[src/rtl/oled_spi_sink.sv]
// oled_spi_sink: SSD1306-subset SPI responder feeding a 4x128 byte framebuffer write port.
// Optional build macro OLED_SINK_CS_EN enables chip-select framing and the frame_err flag.
`default_nettype none

module oled_spi_sink #(
    parameter int SYNC_STAGES = 2
) (
    input  logic       clk,
    input  logic       rstn,
    input  logic       SCLK,
    input  logic       SDIN,
    input  logic       DC,
    input  logic       CS,
    input  logic       err_clr,
    output logic       fb_we,
    output logic [8:0] fb_addr,
    output logic [7:0] fb_wdata,
    output logic       cmd_valid,
    output logic [7:0] cmd_byte,
    output logic       disp_on,
    output logic       entire_on,
    output logic       frame_done,
    output logic       frame_err
);

    localparam logic [1:0] CMD      = 2'd0;
    localparam logic [1:0] ARG_PS   = 2'd1;
    localparam logic [1:0] ARG_PE   = 2'd2;
    localparam logic [1:0] ARG_SKIP = 2'd3;

    logic [SYNC_STAGES-1:0] sclk_sync;
    logic [SYNC_STAGES-1:0] sdin_sync;
    logic [SYNC_STAGES-1:0] dc_sync;
    logic                   sclk_q;
    logic                   sdin_q;
    logic                   dc_q;
    logic                   sclk_prev;
    logic                   sclk_rise;
    logic                   shift_en;

    // SCLK idles high, so its synchroniser resets high to avoid a false edge after reset.
    always_ff @(posedge clk or negedge rstn) begin
        if (!rstn) begin
            sclk_sync <= '1;
            sdin_sync <= '0;
            dc_sync   <= '0;
            sclk_prev <= 1'b1;
        end else begin
            sclk_sync <= {sclk_sync[SYNC_STAGES-2:0], SCLK};
            sdin_sync <= {sdin_sync[SYNC_STAGES-2:0], SDIN};
            dc_sync   <= {dc_sync[SYNC_STAGES-2:0], DC};
            sclk_prev <= sclk_q;
        end
    end

    assign sclk_q    = sclk_sync[SYNC_STAGES-1];
    assign sdin_q    = sdin_sync[SYNC_STAGES-1];
    assign dc_q      = dc_sync[SYNC_STAGES-1];
    assign sclk_rise = sclk_q & ~sclk_prev;

`ifdef OLED_SINK_CS_EN
    logic [SYNC_STAGES-1:0] cs_sync;
    logic                   cs_q;
    logic                   cs_prev;
    logic                   cs_rise;

    always_ff @(posedge clk or negedge rstn) begin
        if (!rstn) begin
            cs_sync <= '1;
            cs_prev <= 1'b1;
        end else begin
            cs_sync <= {cs_sync[SYNC_STAGES-2:0], CS};
            cs_prev <= cs_q;
        end
    end

    assign cs_q     = cs_sync[SYNC_STAGES-1];
    assign cs_rise  = cs_q & ~cs_prev;
    assign shift_en = ~cs_q;
`else
    logic unused_inputs;
    assign unused_inputs = CS ^ err_clr;
    assign shift_en      = 1'b1;
`endif

    logic [2:0] bit_cnt;
    logic [6:0] shreg;
    logic       byte_rdy;
    logic       byte_dc;
    logic [7:0] byte_data;

    always_ff @(posedge clk or negedge rstn) begin
        if (!rstn) begin
            bit_cnt   <= 3'd0;
            shreg     <= 7'd0;
            byte_rdy  <= 1'b0;
            byte_dc   <= 1'b0;
            byte_data <= 8'd0;
        end else begin
            byte_rdy <= 1'b0;
            if (!shift_en) begin
                bit_cnt <= 3'd0;
            end else if (sclk_rise) begin
                shreg   <= {shreg[5:0], sdin_q};
                bit_cnt <= bit_cnt + 3'd1;
                if (bit_cnt == 3'd7) begin
                    byte_rdy  <= 1'b1;
                    byte_data <= {shreg, sdin_q};
                    byte_dc   <= dc_q;
                end
            end
        end
    end

    logic [1:0] state;
    logic [6:0] col;
    logic [1:0] page;
    logic [1:0] page_start;
    logic [1:0] page_end;

    always_ff @(posedge clk or negedge rstn) begin
        if (!rstn) begin
            state      <= CMD;
            col        <= 7'd0;
            page       <= 2'd0;
            page_start <= 2'd0;
            page_end   <= 2'd3;
            fb_we      <= 1'b0;
            fb_addr    <= 9'd0;
            fb_wdata   <= 8'd0;
            cmd_valid  <= 1'b0;
            cmd_byte   <= 8'd0;
            disp_on    <= 1'b0;
            entire_on  <= 1'b0;
            frame_done <= 1'b0;
        end else begin
            fb_we      <= 1'b0;
            cmd_valid  <= 1'b0;
            frame_done <= 1'b0;
            if (byte_rdy) begin
                if (byte_dc) begin
                    // A data byte always writes and abandons any pending argument.
                    fb_we      <= 1'b1;
                    fb_addr    <= {page, col};
                    fb_wdata   <= byte_data;
                    frame_done <= (col == 7'd127) && (page == page_end);
                    state      <= CMD;
                    if (col == 7'd127) begin
                        col  <= 7'd0;
                        page <= (page == page_end) ? page_start : page + 2'd1;
                    end else begin
                        col <= col + 7'd1;
                    end
                end else begin
                    cmd_valid <= 1'b1;
                    cmd_byte  <= byte_data;
                    case (state)
                        CMD: begin
                            case (byte_data)
                                8'hAE: disp_on   <= 1'b0;
                                8'hAF: disp_on   <= 1'b1;
                                8'hA4: entire_on <= 1'b0;
                                8'hA5: entire_on <= 1'b1;
                                8'h22: state     <= ARG_PS;
                                8'h81, 8'h8D, 8'hD9, 8'hDA,
                                8'hA8, 8'hD3, 8'hD5: state <= ARG_SKIP;
                                default: begin
                                    if (byte_data[7:4] == 4'h0)
                                        col[3:0] <= byte_data[3:0];
                                    else if (byte_data[7:3] == 5'b00010)
                                        col[6:4] <= byte_data[2:0];
                                end
                            endcase
                        end
                        ARG_PS: begin
                            page_start <= byte_data[1:0];
                            page       <= byte_data[1:0];
                            state      <= ARG_PE;
                        end
                        ARG_PE: begin
                            page_end <= byte_data[1:0];
                            state    <= CMD;
                        end
                        default: state <= CMD;
                    endcase
                end
            end
`ifdef OLED_SINK_CS_EN
            if (cs_q)
                state <= CMD;
`endif
        end
    end

`ifdef OLED_SINK_CS_EN
    always_ff @(posedge clk or negedge rstn) begin
        if (!rstn)
            frame_err <= 1'b0;
        else if (cs_rise && (bit_cnt != 3'd0))
            frame_err <= 1'b1;
        else if (err_clr)
            frame_err <= 1'b0;
    end
`else
    assign frame_err = 1'b0;
`endif

endmodule

`default_nettype wire

[config.mk]
export PLATFORM = sky130hd
export DESIGN_NAME = oled_spi_sink
export DESIGN_NICKNAME = d
export VERILOG_FILES = /design/src/rtl/oled_spi_sink.sv
export SDC_FILE = /design/constraint.sdc
export NUM_CORES = 1
export LEC_CHECK = 0
export ABC_AREA = 1
export CAP_MARGIN = 20
export CORE_AREA = 2 2 85 87
export CTS_BUF_LIST = sky130_fd_sc_hd__clkbuf_4 sky130_fd_sc_hd__clkbuf_8
export CTS_CLUSTER_SIZE = 14
export DETAILED_ROUTE_END_ITERATION = 7
export DIE_AREA = 0 0 87 89
export PLACE_DENSITY = 0.68
export SYNTH_ARGS = -nofsm -noshare
export SYNTH_HDL_FRONTEND = slang
export SYNTH_SLANG_ARGS = --single-unit
[constraint.sdc]
create_clock -name clk -period 1.9 [get_ports clk]
set_input_delay 0.57 -clock clk [delete_from_list [all_inputs] [get_ports clk]]
set_output_delay 0.57 -clock clk [all_outputs]
set_load 0.05 [all_outputs]
# After elaboration in Yosys (flattened, before gate mapping)
# Index checks and enable logic that the tools add are counted.
# op_classes
n_addsub,3
multipliers,0
div,0
magnitude_cmp,0
n_eq_ne,22
n_shift,0
muxes,24
bitwise,3
n_reduce_logical,22
# ops
operator,n
"8-bit == test, second input constant",11
7-bit 2-to-1 mux,4
4-bit AND reduction,3
2-bit nonzero test,6
12-bit OR reduction,1
2-bit 2-to-1 mux,5
3-bit AND reduction,3
"8-bit by 6-bit == test with 1-bit output, second input constant",1
1-bit 2-to-1 mux,8
2-bit one-hot mux with 2 select lines,2
2-bit AND reduction,4
"7-bit by 1-bit adder with 7-bit output, second input constant",1
"7-bit == test, second input constant",1
7-bit OR reduction,1
3-bit 2-to-1 mux,2
"5-bit by 2-bit == test with 1-bit output, second input constant",1
5-bit AND reduction,1
4-bit zero test,1
4-bit 2-to-1 mux,1
"2-bit by 1-bit inequality test with 1-bit output, second input constant",2
"4-bit by 2-bit inequality test with 1-bit output, second input constant",1
1-bit one-hot mux with 2 select lines,2
"3-bit by 1-bit adder with 3-bit output, second input constant",1
"3-bit == test, second input constant",1
other kinds (9),10
# word_totals
regBits,72
latchBits,0
ramBits,0
rom_bits,0
in_bits,7
output_inout_bits,31
word_cells,97
mem_count,0

# Longest topological paths before layout
# depth
word_depth,6
depth_mapped,12
mapped_depth_nobuf,12

# Worst setup path before layout
# No wires, ideal clock.
# synth_timing
path_type,reg-to-reg
start,register byte_data[5]
end,register col[4]
setup_ns,0.117
arrival_ns,1.304
required_ns,1.783
slack_ns,0.479
path_stages_with_launch,7
n_path_buf,0
period_less_slack_ns,1.421
path_cell_list,dfrtp_1 -> clkinv_1 -> nand2_1 -> o41ai_1 -> nand2_2 -> nand2_1 -> nand2_1
# synth_between
elab_chain_len,4
elab_cells_between_ends,19
classes_between,eq/ne: 15; reduce/logical: 4
# synth_lines
element,line,text
"start, declared",90,logic [7:0] byte_data;
"start signal, assigned",108,"byte_data <= {shreg, sdin_q};"
8-bit == test / 8-bit by 6-bit == test with 1-bit output (equally long branches),159,case (byte_data)
12-bit OR reduction (no source line),-,
2-bit by 1-bit inequality test with 1-bit output (no source line),-,
5-bit AND reduction (no source line) (*),-,
"end signal, assigned",152,col <= col + 7'd1;
"end signal, assigned",171,col[6:4] <= byte_data[2:0];
"end, declared",116,logic [6:0] col;
# Mark *: on every way between the ends. The rest lies on a longest branch, timed or not.
# A chain may end at the register's enable or synchronous reset.

# Worst setup path after layout
# layout_timing
start,register byte_data[1]
end,register col[2]
# layout_between
elab_chain_len,4
elab_cells_between_ends,15
classes_between,eq/ne: 13; reduce/logical: 2
# layout_lines
element,line,text
8-bit == test / 8-bit by 6-bit == test with 1-bit output (equally long branches),159,
12-bit OR reduction (no source line) (*),-,
2-bit by 1-bit inequality test with 1-bit output (no source line) (*),-,
4-bit AND reduction (no source line) (*),-,
"end signal, assigned",152,
"end signal, assigned",169,col[3:0] <= byte_data[3:0];
# Marks and branches as above.

==> results <==
- The flow ran to the end, and the final reports show no timing, DRC or antenna violations.
- The clock period minus final worst setup slack is 1610 ps.
- Of the synthesized area, sequential elements account for 58.4%.
- The synthesized area per cell is 8.56 µm².
- In this run the power spent charging and discharging nets is 1370 µW.
- The cell area after synthesis is 0.00310 mm².
- Setup violations remaining at the end of the flow were counted as 0.
- The critical path required time is 2130 ps.
- Based on the critical path, the design can be clocked at up to 0.620 GHz.
- For this design, the slowest cell found on the critical path is sky130_fd_sc_hd__dfrtp_1.
- The routed design has 5820 µm of wire.
- In the final layout, the share of cells above drive strength 1 is 16.7%.
- The share of power burned in registers is 47.3%.
- Entering global routing, the biggest net connects 73 pins.
- When the netlist entered floorplanning its net count stood at 372.
- The clock root buffer master is sky130_fd_sc_hd__clkbuf_8.
- The starting DRC count in detailed routing is 112.
- The remaining routing DRC violations is 0.
- Counting distinct cell types in the post-synthesis netlist gives 25.
- In this design, the stage delay of the slowest critical-path cell is 410 ps.
- The number of register bits inferred by synthesis is 72.
- The die covers 0.00774 mm².
- Clock-pin slew was measured on the worst setup and hold paths at 70 ps.
- Summing all placed instances gives a cell area of 0.00350 mm².
- Max-cap violations in this run came to 0.
- The total count of max-transition violations in the final report is 0.
- 0 antenna diodes ended up in the layout.
- The element type at the critical path end is a register.
- The clock arrives with 7.01 ps of skew.
- After the last flow step, the layout net total stands at 417.
- STA classifies the critical path startpoint as a register.
- The count of nets left with antenna violations once routing finished came out at 0.
- The half-perimeter wire length of the detailed placement result is 4080 µm.
- The count of TritonRoute iterations in the first routing pass is 4.
- The clock share of power is 29.9%.
- The critical path arrival is 1840 ps.
- The wire length of the first global-routing pass is 10,300 µm.
- In the layout the commonest cells are 120 x sky130_fd_sc_hd__nand2_1, 67 x sky130_fd_sc_hd__dfrtp_1, 51 x sky130_fd_sc_hd__o21ai_0.
- The count of warnings emitted by yosys is 0.
- The net switching fraction of the power is 33.6%.
- The overall routing resource usage is 17.3%.
- The clock latency reported for the late side of the worst-skew pair is 340 ps.
- The weighted congestion reported at the end of routability-driven placement is 0.921.
- The core outline area is 0.00672 mm².
- The initialized floorplan defines 30 standard-cell rows.
- The number of port buffers is 34.
- For this design the static power due to leakage is 0.00187 µW.
- Internal power comes to 2710 µW.
- The H-tree generated during clock tree synthesis spans 3 levels.
- In the post-synthesis netlist, the biggest area contributors are sky130_fd_sc_hd__dfrtp_1 54%, sky130_fd_sc_hd__nand2_1 15%, sky130_fd_sc_hd__o21ai_0 8.2%, sky130_fd_sc_hd__dfstp_2 4.2%, sky130_fd_sc_hd__inv_1 3.5%.
- Counting both buffers and inverters, the worst setup path holds a total of 1.
- The worst min-delay path category is in -> async.
- From synthesis to final layout, the design area changed by 19.5%.
- Among cell families on the critical path, the largest total delay comes from simple AND/OR/NAND/NOR gates.
- The post-CTS setup repair buffer count is 0.
- Clock tree synthesis inserted a total of 9 buffers.
- The CTS tree is done.
- After clock tree synthesis, the flow added hold-fix buffers numbering 0.
- The worst-case hold slack is 250 ps.
- The power per unit of standard cell area is 1100 mW/mm².
- Setup repair after global routing left no endpoint under its margin.
- The number of global-route vias before repair is 2,259.
- Counting every sink on the clock net gives 72.
- VDD sags by at most 0.000610 V.
- The buffer depth of the longest clock path is 2.
- The floorplan die width is 87 µm.
- The die is 89 µm tall.
- The average vias per placed instance is 4.85.
- The library cell used most frequently in the layout, excluding fill and tap cells, is sky130_fd_sc_hd__nand2_1.
- The final count of hold timing violations is 0.
- The post-cts gate resize count is 0.
- The part of the cycle the worst path needs is 84.9%.
- The cell type with the largest total area after synthesis is sky130_fd_sc_hd__dfrtp_1.
- The boundary pin count is 38.
- With fillers left out, the area of the finished cells amounts to 0.00370 mm².
- The routed layout has 2,386 vias.
- In the final routed layout, each cell accounts on average for 11.8 µm.
- The total overflow left after global routing is 0.
- The peak fanout along the critical path is 9.
- The initial core utilization is 46.1%.
- In this run, the combinational gates consume 22.8% of the power.
- The setup TNS is 0 ps.
- The signal on the critical path passes through inv_1, nor2_1, nand2_1, nor2_1, nor2_1, nand2_1, nor2_1, nand2_2, nand2_4, nand2_2, nand2_1, nand2_1.
- Synthesis handed over a netlist of 362 instances.
- The share of synthesized area in the top cell type comes to 54.1%.
- The initial antenna violation count is 0.
- The kind of critical path is reg -> reg.
cell usage after synthesis:
library cell and instances:
sky130_fd_sc_hd__nand2_1 120, sky130_fd_sc_hd__dfrtp_1 67, sky130_fd_sc_hd__o21ai_0 51, sky130_fd_sc_hd__inv_1 29, sky130_fd_sc_hd__nor2_1 29, sky130_fd_sc_hd__nand3_1 20
sky130_fd_sc_hd__dfstp_2 5, sky130_fd_sc_hd__a21oi_1 4, sky130_fd_sc_hd__buf_2 4, sky130_fd_sc_hd__clkbuf_1 4, sky130_fd_sc_hd__clkinv_1 3, sky130_fd_sc_hd__ha_1 3
sky130_fd_sc_hd__nand2_2 3, sky130_fd_sc_hd__xnor2_1 3, sky130_fd_sc_hd__xor2_1 3, sky130_fd_sc_hd__a31oi_1 2, sky130_fd_sc_hd__buf_4 2, sky130_fd_sc_hd__nor2_2 2
sky130_fd_sc_hd__nor3_1 2, sky130_fd_sc_hd__conb_1 1, sky130_fd_sc_hd__inv_2 1, sky130_fd_sc_hd__nand2_4 1, sky130_fd_sc_hd__nand4_1 1, sky130_fd_sc_hd__o31ai_1 1
sky130_fd_sc_hd__o41ai_1 1
metal layers:
metal | part of all wire [%] | wire, µm | GRT usage, %
met4 | 3.0 | 172 | 8.24
met3 | 4.4 | 258 | 4.43
met1 | 47 | 2760 | 22.9
met5 | 0 | 0 | 0
met2 | 45 | 2630 | 26.9
flip-flops by register name (all words and copies together), names as in the netlist:
register / flops
fb_addr: 9
byte_data: 8
cmd_byte: 8
fb_wdata: 8
col: 7
shreg: 7
bit_cnt: 3
dc_sync: 2
page: 2
page_end: 2
page_start: 2
sclk_sync: 2
sdin_sync: 2
state: 2
byte_dc: 1
byte_rdy: 1
cmd_valid: 1
disp_on: 1
entire_on: 1
fb_we: 1
frame_done: 1
sclk_prev: 1
logic make-up after synthesis:
logic type               Yosys count  share of synthesized area, %
AO/OA/AOI/OAI                     59                          9.81
XOR/XNOR                           6                          1.70
adder cells (fa/ha/maj)            3                          1.21
buffers and inverters             43                          5.61
flip-flops                        72                          58.4
other                              1                         0.121
AND/OR/NAND/NOR                  178                          23.2
per-stage QoR:
| stage | total power (µW) | cells | util (%) | setup slack, ps |
|---|---|---|---|---|
| finish | 4080 | 492 | 55.1 | 288 |
| global route | 4380 | 492 | 55.1 | 41.5 |
| CTS | 4130 | 492 | 55.1 | 282 |
| detailed placement | 2890 | 476 | 52.0 | 301 |
| global placement | 2870 | 476 | 52.0 | 297 |
| floorplan | 2590 | 362 | - | 479 |
cell type report:
cell class / count / area [µm²]
fill: 604 / 3020
sequential: 72 / 1810
multi-input combinational: 247 / 1120
timing repair buffer: 44 / 348
clock buffer: 11 / 151
inverter: 33 / 124
tap: 80 / 100
clock inverter: 5 / 55.1
power groups by stage:
stage	clock network, µW	registers [µW]	logic (µW)
finish	1220	1930	930
global route	1340	1970	1080
CTS	1260	1930	946
detailed placement	0	1950	939
global placement	0	1950	921
floorplan	0	2010	580
path summary, 6_finish.rpt:
kind,startpoint,endpoint,slack [ps],depth (start not counted)
setup / recovery,byte_data[1]$_DFFE_PN0P_,col[2]$_DFFE_PN0P_,290,12
hold / removal,rstn,fb_addr[5]$_DFFE_PN0P_,250,2
setup reg to reg,byte_data[1]$_DFFE_PN0P_,col[2]$_DFFE_PN0P_,290,12
hold reg to reg,dc_sync[0]$_DFF_PN0_,dc_sync[1]$_DFF_PN0_,350,0
max in group asynchronous,rstn,sclk_prev$_DFF_PN1_,1330,2
min in group clk,dc_sync[0]$_DFF_PN0_,dc_sync[1]$_DFF_PN0_,350,0
(Power assumes the default switching activity.)
